`src/rtl/shiftreg_framer.sv`:
```
`default_nettype none
// ============================================================================
// Module   : shiftreg_framer
// Brief    : Serial-to-parallel shift register with MSB-first frame tracking,
//            parallel load / serial-out, and idle-timeout abort of partial
//            frames. Shift strobe and data come from the input conditioner.
// Revision : 1.0 - initial release
// ============================================================================
module shiftreg_framer #(
    parameter int WIDTH   = 8,
    parameter int TIMEOUT = 255
) (
    input  logic                     clk,
    input  logic                     reset,
    input  logic                     peripheralClkEdge,
    input  logic                     serialDataIn,
    input  logic                     parallelLoad,
    input  logic [WIDTH-1:0]         parallelDataIn,
    output logic [WIDTH-1:0]         parallelDataOut,
    output logic                     serialDataOut,
    output logic [$clog2(WIDTH)-1:0] bitCount,
    output logic                     frameDone,
    output logic                     frameError
);

    localparam int c_cnt_w  = $clog2(WIDTH);
    // Idle counter needs to hold 0..TIMEOUT; keep one bit when disabled.
    localparam int c_idle_w = (TIMEOUT > 0) ? $clog2(TIMEOUT + 1) : 1;
    localparam bit c_to_en  = (TIMEOUT != 0);

    localparam logic [c_cnt_w-1:0]  c_last_bit = c_cnt_w'(WIDTH - 1);
    localparam logic [c_idle_w-1:0] c_idle_max = c_idle_w'(TIMEOUT);

    logic [WIDTH-1:0]    r_data;
    logic [c_cnt_w-1:0]  r_cnt;
    logic [c_idle_w-1:0] r_idle;
    logic                r_done;
    logic                r_err;

    logic [WIDTH-1:0]    w_data_nxt;
    logic [c_cnt_w-1:0]  w_cnt_nxt;
    logic [c_idle_w-1:0] w_idle_nxt;
    logic                w_done_nxt;
    logic                w_err_nxt;

    // Next-state selection: load beats shift, shift beats idle timeout.
    always_comb begin
        w_data_nxt = r_data;
        w_cnt_nxt  = r_cnt;
        w_idle_nxt = r_idle;
        w_done_nxt = 1'b0;
        w_err_nxt  = 1'b0;
        if (parallelLoad) begin
            // A coincident strobe is dropped; the loaded word starts a fresh frame.
            w_data_nxt = parallelDataIn;
            w_cnt_nxt  = '0;
            w_idle_nxt = '0;
        end else if (peripheralClkEdge) begin
            w_data_nxt = {r_data[WIDTH-2:0], serialDataIn};
            w_idle_nxt = '0;
            if (r_cnt == c_last_bit) begin
                w_cnt_nxt  = '0;
                w_done_nxt = 1'b1;
            end else begin
                w_cnt_nxt  = r_cnt + c_cnt_w'(1);
            end
        end else if (c_to_en && (r_idle != c_idle_max)) begin
            // Saturating idle count; abort fires only on the edge it first
            // reaches the limit, and only if a frame is partially assembled.
            // Register contents are deliberately kept for inspection.
            w_idle_nxt = r_idle + c_idle_w'(1);
            if ((w_idle_nxt == c_idle_max) && (r_cnt != '0)) begin
                w_cnt_nxt = '0;
                w_err_nxt = 1'b1;
            end
        end
    end

    // State register with asynchronous clear.
    always_ff @(posedge clk or posedge reset) begin
        if (reset) begin
            r_data <= '0;
            r_cnt  <= '0;
            r_idle <= '0;
            r_done <= 1'b0;
            r_err  <= 1'b0;
        end else begin
            r_data <= w_data_nxt;
            r_cnt  <= w_cnt_nxt;
            r_idle <= w_idle_nxt;
            r_done <= w_done_nxt;
            r_err  <= w_err_nxt;
        end
    end

    assign parallelDataOut = r_data;
    assign serialDataOut   = r_data[WIDTH-1];
    assign bitCount        = r_cnt;
    assign frameDone       = r_done;
    assign frameError      = r_err;

endmodule
`default_nettype wire

```
`config.mk`:
```
export PLATFORM = sky130hd
export DESIGN_NAME = shiftreg_framer
export DESIGN_NICKNAME = d
export VERILOG_FILES = /design/src/rtl/shiftreg_framer.sv
export SDC_FILE = /design/constraint.sdc
export NUM_CORES = 1
export LEC_CHECK = 0
export BUFFER_PORTS_ARGS = -buffer_cell sky130_fd_sc_hd__buf_2
export CAP_MARGIN = 20
export CELL_PAD_IN_SITES_DETAIL_PLACEMENT = 0
export CELL_PAD_IN_SITES_GLOBAL_PLACEMENT = 1
export CORE_UTILIZATION = 40
export DETAILED_ROUTE_END_ITERATION = 7
export GPL_TIMING_DRIVEN = 0
export HOLD_SLACK_MARGIN = 0.12
export PLACE_DENSITY_LB_ADDON = 0.15
export SYNTH_ARGS = -nofsm -noshare
export SYNTH_HDL_FRONTEND = slang
export SYNTH_SLANG_ARGS = --single-unit
export TNS_END_PERCENT = 5
```
`constraint.sdc`:
```
create_clock -name clk -period 2.6 [get_ports clk]
set_clock_uncertainty 0.2 [all_clocks]
set_input_delay 0.26 -clock clk [delete_from_list [all_inputs] [get_ports clk]]
set_output_delay 0.26 -clock clk [all_outputs]
set_load 0.02 [all_outputs]
```
==> results of run 1 <==
-- cells in the final DEF (no fill, tap or decap), types with 4 or more instances in the layout --
cell and n:
nand2_1 10, buf_2 25, dlygate4sd3_1 14, a21oi_1 4, ha_1 5, o21ai_0 9
mux2i_1 8, dfrtp_1 21, inv_1 5, clkbuf_4 4
-- flip-flops by register name, summed over array words and instances (netlist names) --
name             count
parallelDataOut      8
r_idle               8
bitCount             3
frameDone            1
frameError           1
-- per-stage QoR --
step	total power, W	cells	instance area, um^2
finish	0.0006417	178	1449
detailed placement	0.0004712	160	1282
floorplan	0.0004322	105	1120
global placement	0.0004686	160	1282
global route	0.0006779	178	1449
CTS	0.0006462	178	1449
-- worst max-delay path: stages (launching register included) --
cell and delay, ns:
dfrtp_1 0.50, ha_1 0.34, or2b_1 0.27, o21bai_1 0.17, a221oi_2 0.37, nor3b_2 0.22
-- final timing paths --
kind	startpoint	to	slack [ns]
min in group asynchronous	reset	r_idle[1]$_DFFE_PP0P_	0.45
max in group asynchronous	reset	parallelDataOut[6]$_DFFE_PP0P_	1.25
worst max register to register	r_idle[0]$_DFFE_PP0P_	frameError$_DFF_PP0_	0.46
worst min-delay path	bitCount[2]$_DFFE_PP0P_	bitCount[2]$_DFFE_PP0P_	0.40
worst max-delay path	r_idle[0]$_DFFE_PP0P_	frameError$_DFF_PP0_	0.46
worst min register to register	bitCount[2]$_DFFE_PP0P_	bitCount[2]$_DFFE_PP0P_	0.40
-- final cells by class --
class	instances	area [um^2]
sequential	21	525.5
multi-input combinational	73	530.5
inverter	5	18.77
tap	30	37.54
timing repair buffer	39	265.3
fill	237	1119
buffer	6	45.04
clock buffer	4	26.28
-- power by group through the flow --
stage | sequential [W] | clock [W] | combinational (W)
2_1_floorplan | 0.000382 | 0 | 0.0000502
3_3_place_gp | 0.000364 | 0 | 0.000105
3_5_place_dp | 0.000365 | 0 | 0.000106
4_1_cts | 0.000359 | 0.000162 | 0.000126
5_1_grt | 0.000361 | 0.000177 | 0.000140
6_report | 0.000358 | 0.000158 | 0.000125
-- logic make-up after synthesis --
| kind of cell | count (synthesis) |
|---|---|
| AND/OR/NAND/NOR | 33 |
| AO/OA/AOI/OAI | 24 |
| flip-flops | 21 |
| buffers and inverters | 11 |
| multiplexers | 8 |
| adder cells (fa/ha/maj) | 5 |
| XOR/XNOR | 3 |
-- layer usage --
| layer | wire length [um] | vias up |
|---|---|---|
| met5 | 0 | - |
| met4 | 16 | 0 |
| met3 | 70 | 2 |
| met2 | 1077 | 20 |
| met1 | 1185 | 462 |
| li1 | - | 465 |
==> impl_metrics.ini, run 1 <==
[global_routing]
antenna_found_initial = 0
globalRouteTotalUtil_pct = 18.36
global_routing_usage_on_met3_pct = 2.459
grt_pass1_wl_um = 3891
grt-ovfl-total = 0
grt_use_met1_pct = 25.81
gr-max-usage-layer = met2
grt_pass1_vias = 879
met2_usage_pct = 28.92
grt_start_max_net_pins = 22

[worst_setup_path]
startpoint_type = flip-flop
critPathArrivalTime_ns = 2.17
worstRegToRegCells = 5
required_ns = 2.63
critPathCaptureType = flip-flop
crit_fanout = 8
path_type_of_the_worst_setup_path = flip-flop to flip-flop

[floorplan]
core.rowCount = 18
chipHeight_um = 54.91
fp.coreArea_um2 = 2567
horizontal_extent_of_the_die_um = 54.91
top_level_ports = 27
die_area_um2 = 3015
initial_core_util_pct = 43.62

[timing]
fin_crit_ns = 2.145
worst_pin_slew_ns = 0.8024
clock.fmax_mhz = 466.3
slew-limit-headroom_pct = 46.45
final_hold_violating_endpoints = 0
finalWorstSetupSlack_ns = 0.4553
min_period_over_period_pct = 82.49
final-max-slew-violation-count = 0
unrepaired_setup_endpoints_after_global_routing = no
setup_tns_ns = 0
timing.final.setup_violations = 0
finalHoldWorstSlack_ns = 0.3998

[clock_network]
path_clk_slew_ns = 0.12
clkSinkCount = 21
htreeDepth = 1
root_buffer = clkbuf_4
clock_tree_from_tritoncts = built
clkLatencyLatePin_ns = 0.30
cts_hold_buf = 14
post_cts_buffers = 0
clk_path_buf_depth = 2
cts_buffers = 3
cells_resized_by_post_cts_repair = 0

[synthesis]
synth_top_family_by_area = simple AND/OR/NAND/NOR gates
synthXorXnorAreaFrac_pct = 2.346
yosys.area.top_type_share_pct = 46.93
synth_top_cells_by_count = 21 x dfrtp_1, 10 x nand2_1, 9 x o21ai_0
synth-adder-area-share_pct = 5.587
yosys_register_bits = 21
synth_top_flop_cell = dfrtp_1
yosysWarningCount = 0
synth-compound-area-share_pct = 14.08
most_common_cell_in_the_netlist = dfrtp_1
synthArstFlopShare_pct = 100.0
syn_inst = 105
yosys.area.top_type = dfrtp_1
mappedNetlistNets = 123
count_of_different_cell_masters_after_synthesis = 39
synth_edf_count = 0
post_synth_instance_area_um2 = 1120
synthesis.area_per_instance_um2 = 10.66
synth_sequential_area_ratio_pct = 46.93
netlist_top_cells_area = dfrtp_1 47%, mux2i_1 7.2%, ha_1 5.6%
synth_simple_gate_area_share_pct = 18.21
synthMuxAreaShare_pct = 7.151

[power]
power_frac_clock_pct = 24.6
total_leakage_power_nw = 0.7033
powerDensity_nw_per_um2 = 442.9
p_switching_w = 0.0001792
comb_power_share_pct = 19.5
sequentialPowerShare_pct = 55.8
cellInternalPower_w = 0.0004624
power.share.switching_pct = 27.93
vdd_drop_max_v = 0.0002982

[drt]
num_vias = 949
postRouteWirelength_um = 2348
drtIter0Drc = 13
post_drt_wl_per_cell_um = 13.19
drt_drc_violations_left = 0
antenna_left = 0
route.detailed.vias_per_inst = 5.331
drtPass1Iterations = 4

[layout]
util_after_layout_pct = 56.43
layout-drive-gt1-share_pct = 27.03
n_antenna_cell = 0
area.growth.synth_to_final_pct = 29.39
fin_nets = 167

[placement]
placement.io_buffers = 25
dp.final_hpwl_um = 1516
place_worst_setup_slack_ns = 0.5050
globalplace.congestion = 0.7899

[hold_path]
hold_class = flip-flop to flip-flop
min_path_cells = 2

[status]
run_status = finished clean

[flow_run]
max_cap_viol_count = 0
Note: power is estimated with default switching activity, not from simulation.
==> inputs of run 2 (changes only) <==
--- a/config.mk
+++ b/config.mk
@@ -9,7 +9,7 @@
 export CAP_MARGIN = 20
 export CELL_PAD_IN_SITES_DETAIL_PLACEMENT = 0
 export CELL_PAD_IN_SITES_GLOBAL_PLACEMENT = 1
-export CORE_UTILIZATION = 40
+export CORE_UTILIZATION = 36
 export DETAILED_ROUTE_END_ITERATION = 7
 export GPL_TIMING_DRIVEN = 0
 export HOLD_SLACK_MARGIN = 0.12
==> constraint.sdc (replaced) <==
create_clock -name clk -period 1.8 [get_ports clk]
set_clock_uncertainty 0.2 [all_clocks]
set_input_delay 0.18 -clock clk [delete_from_list [all_inputs] [get_ports clk]]
set_output_delay 0.18 -clock clk [all_outputs]
set_load 0.02 [all_outputs]
==> impl_metrics.ini, run 2 (synthesized netlist as in run 1, its figures left out) <==
[timing]
min_period_over_period_pct = 99.21
fin_crit_ns = 1.786
finalWorstSetupSlack_ns = 0.01426
timing.final.setup_violations = 0
worst_pin_slew_ns = 0.8424
final-max-slew-violation-count = 0
clock.fmax_mhz = 560.0
finalHoldWorstSlack_ns = 0.01535
final_hold_violating_endpoints = 0
unrepaired_setup_endpoints_after_global_routing = yes
slew-limit-headroom_pct = 43.78

[placement]
globalplace.congestion = 0.7737
post-place-cells = 161
dp.final_hpwl_um = 1619
placement.io_buffers = 25
place_worst_setup_slack_ns = -0.2136

[clock_network]
cts_buffers = 3
clkSinkCount = 21
clkLatencyLatePin_ns = 0.31
clk_path_buf_depth = 2
clock_tree_from_tritoncts = built
root_buffer = clkbuf_4
path_clk_slew_ns = 0.12
cts_hold_buf = 15
htreeDepth = 1

[worst_setup_path]
worst_setup_path_endpoint = frameError$_DFF_PP0_
critical_path.top_delay_family = compound AO/OA/AOI/OAI gates
worst-path-stages = 7
worst-r2r-setup-slack_ns = 0.01
crit_start = r_idle[0]$_DFFE_PP0P_
worstRegToRegCells = 7
worstReg2RegStart = r_idle[0]$_DFFE_PP0P_
rr_endpoint = frameError$_DFF_PP0_
crit_fanout = 6
critPathSlowestCell = dfrtp_2
critPathArrivalTime_ns = 1.84
slowest_stage_delay_cp_ns = 0.45
critPathCaptureType = flip-flop
startpoint_type = flip-flop
crit_chain = buf_6 -> inv_4 -> ha_4 -> nand4_1 -> a21o_2 -> a221oi_4 -> nor3b_2
required_ns = 1.85
path_type_of_the_worst_setup_path = flip-flop to flip-flop
critPathBufInv = 2

[power]
total_leakage_power_nw = 0.7661
powerDensity_nw_per_um2 = 595.4
vdd_drop_max_v = 0.0003866

[drt]
antenna_left = 0
postRouteWirelength_um = 2708
drtPass1Iterations = 6
post_drt_wl_per_cell_um = 14.18
num_vias = 993
route.detailed.vias_per_inst = 5.199
drt_drc_violations_left = 1
drtIter0Drc = 19

[floorplan]
initial_core_util_pct = 39.25
fp.coreArea_um2 = 2853
die_area_um2 = 3337
horizontal_extent_of_the_die_um = 57.77
core.rowCount = 19
top_level_ports = 27
chipHeight_um = 57.77

[layout]
finish.cell_count_without_fillers = 191
most_common_cell_after_layout_fill_and_taps_aside = buf_2
mostFrequentLayoutCells = 25 x buf_2, 15 x dfrtp_1, 14 x dlygate4sd3_1, 11 x buf_4, 10 x nand2_1
n_antenna_cell = 0
fin_nets = 179
area.growth.synth_to_final_pct = 44.25
layout_filler_cell_count = 264
util_after_layout_pct = 56.62
layout-drive-gt1-share_pct = 39.38

[global_routing]
grt_pass1_vias = 999
grt_use_met1_pct = 24.11
grt_pass1_wl_um = 4567
antenna_found_initial = 0
global_routing_usage_on_met3_pct = 4.018
grt_start_max_net_pins = 22
gr-max-usage-layer = met2
met2_usage_pct = 29.57
globalRouteTotalUtil_pct = 17.74
grt-ovfl-total = 0

[status]
failed_checks = design-rule violations
run_status = complete, but fails checks

[flow_run]
max_cap_viol_count = 0

[hold_path]
hold_class = input port to flip-flop
## run 2: cell count changes in the layout (fill, tap and decap cells not counted), moves of 2 or more
| cell | change |
|---|---|
| ha_2 | +2 |
| buf_6 | +2 |
| dfrtp_2 | +6 |
| buf_4 | +10 |
| ha_4 | +2 |
| ha_1 | -4 |
| dfrtp_1 | -6 |
## run 2: area by class of cell
class	instances	area [um^2]	area share (%)
Multi-Input combinational cell	73	583.1	36.10
Timing Repair Buffer	51	367.9	22.77
Clock buffer	4	26.28	1.627
Sequential cell	21	533.0	33.00
Inverter	5	21.27	1.317
Tap cell	31	38.79	2.401
Buffer	6	45.04	2.789
## run 2: per-stage QoR
| step | area (um^2) | setup TNS, ns | power (W) |
|---|---|---|---|
| final | 1615 | 0 | 0.0009618 |
| after global routing | 1615 | -0.1610 | 0.001009 |
| after CTS | 1600 | -0.001950 | 0.0009644 |
| after detailed placement | 1291 | -0.7164 | 0.0006830 |
| after global placement | 1291 | -0.6103 | 0.0006795 |
| after floorplan | 1127 | -0.005971 | 0.0006253 |
## run 2: where the power goes
group / leakage (nW) / internal (W) / total [W] / switching [W]
Clock: 0.0150 / 0.0000866 / 0.000235 / 0.000149
Combinational: 0.484 / 0.000103 / 0.000210 / 0.000106
Sequential: 0.267 / 0.000497 / 0.000517 / 0.0000200
Total: 0.766 / 0.000687 / 0.000962 / 0.000275
## run 2: tightest hold or removal path, delay by kind of cell
| family | cells | cell delay, ns |
|---|---|---|
| buffers and inverters | 2 | 0.27 |
| and+or+nand+nor | 1 | 0.05 |
## run 2: worst min-delay path by stage
stage / startpoint / endpoint / cells past startpoint
floorplan: reset / bitCount[2]$_DFFE_PP0P_ / 1
global placement: reset / r_idle[0]$_DFFE_PP0P_ / 2
detailed placement: reset / r_idle[0]$_DFFE_PP0P_ / 2
CTS: peripheralClkEdge / frameError$_DFF_PP0_ / 3
global route: peripheralClkEdge / frameError$_DFF_PP0_ / 3
finish: peripheralClkEdge / frameError$_DFF_PP0_ / 3
## run 2: per-layer routing
layer	vias up	routed length (um)
li1	490	-
met4	0	16
met5	-	0
met3	2	134
met1	468	1259
met2	33	1298
## run 2: what timing repair did
action,4_1_cts,5_1_grt
pin swaps,4,1
gates resized for setup,13,6
endpoints found under the setup margin,4,10
setup buffers,10,1
hold endpoints to repair,34,3
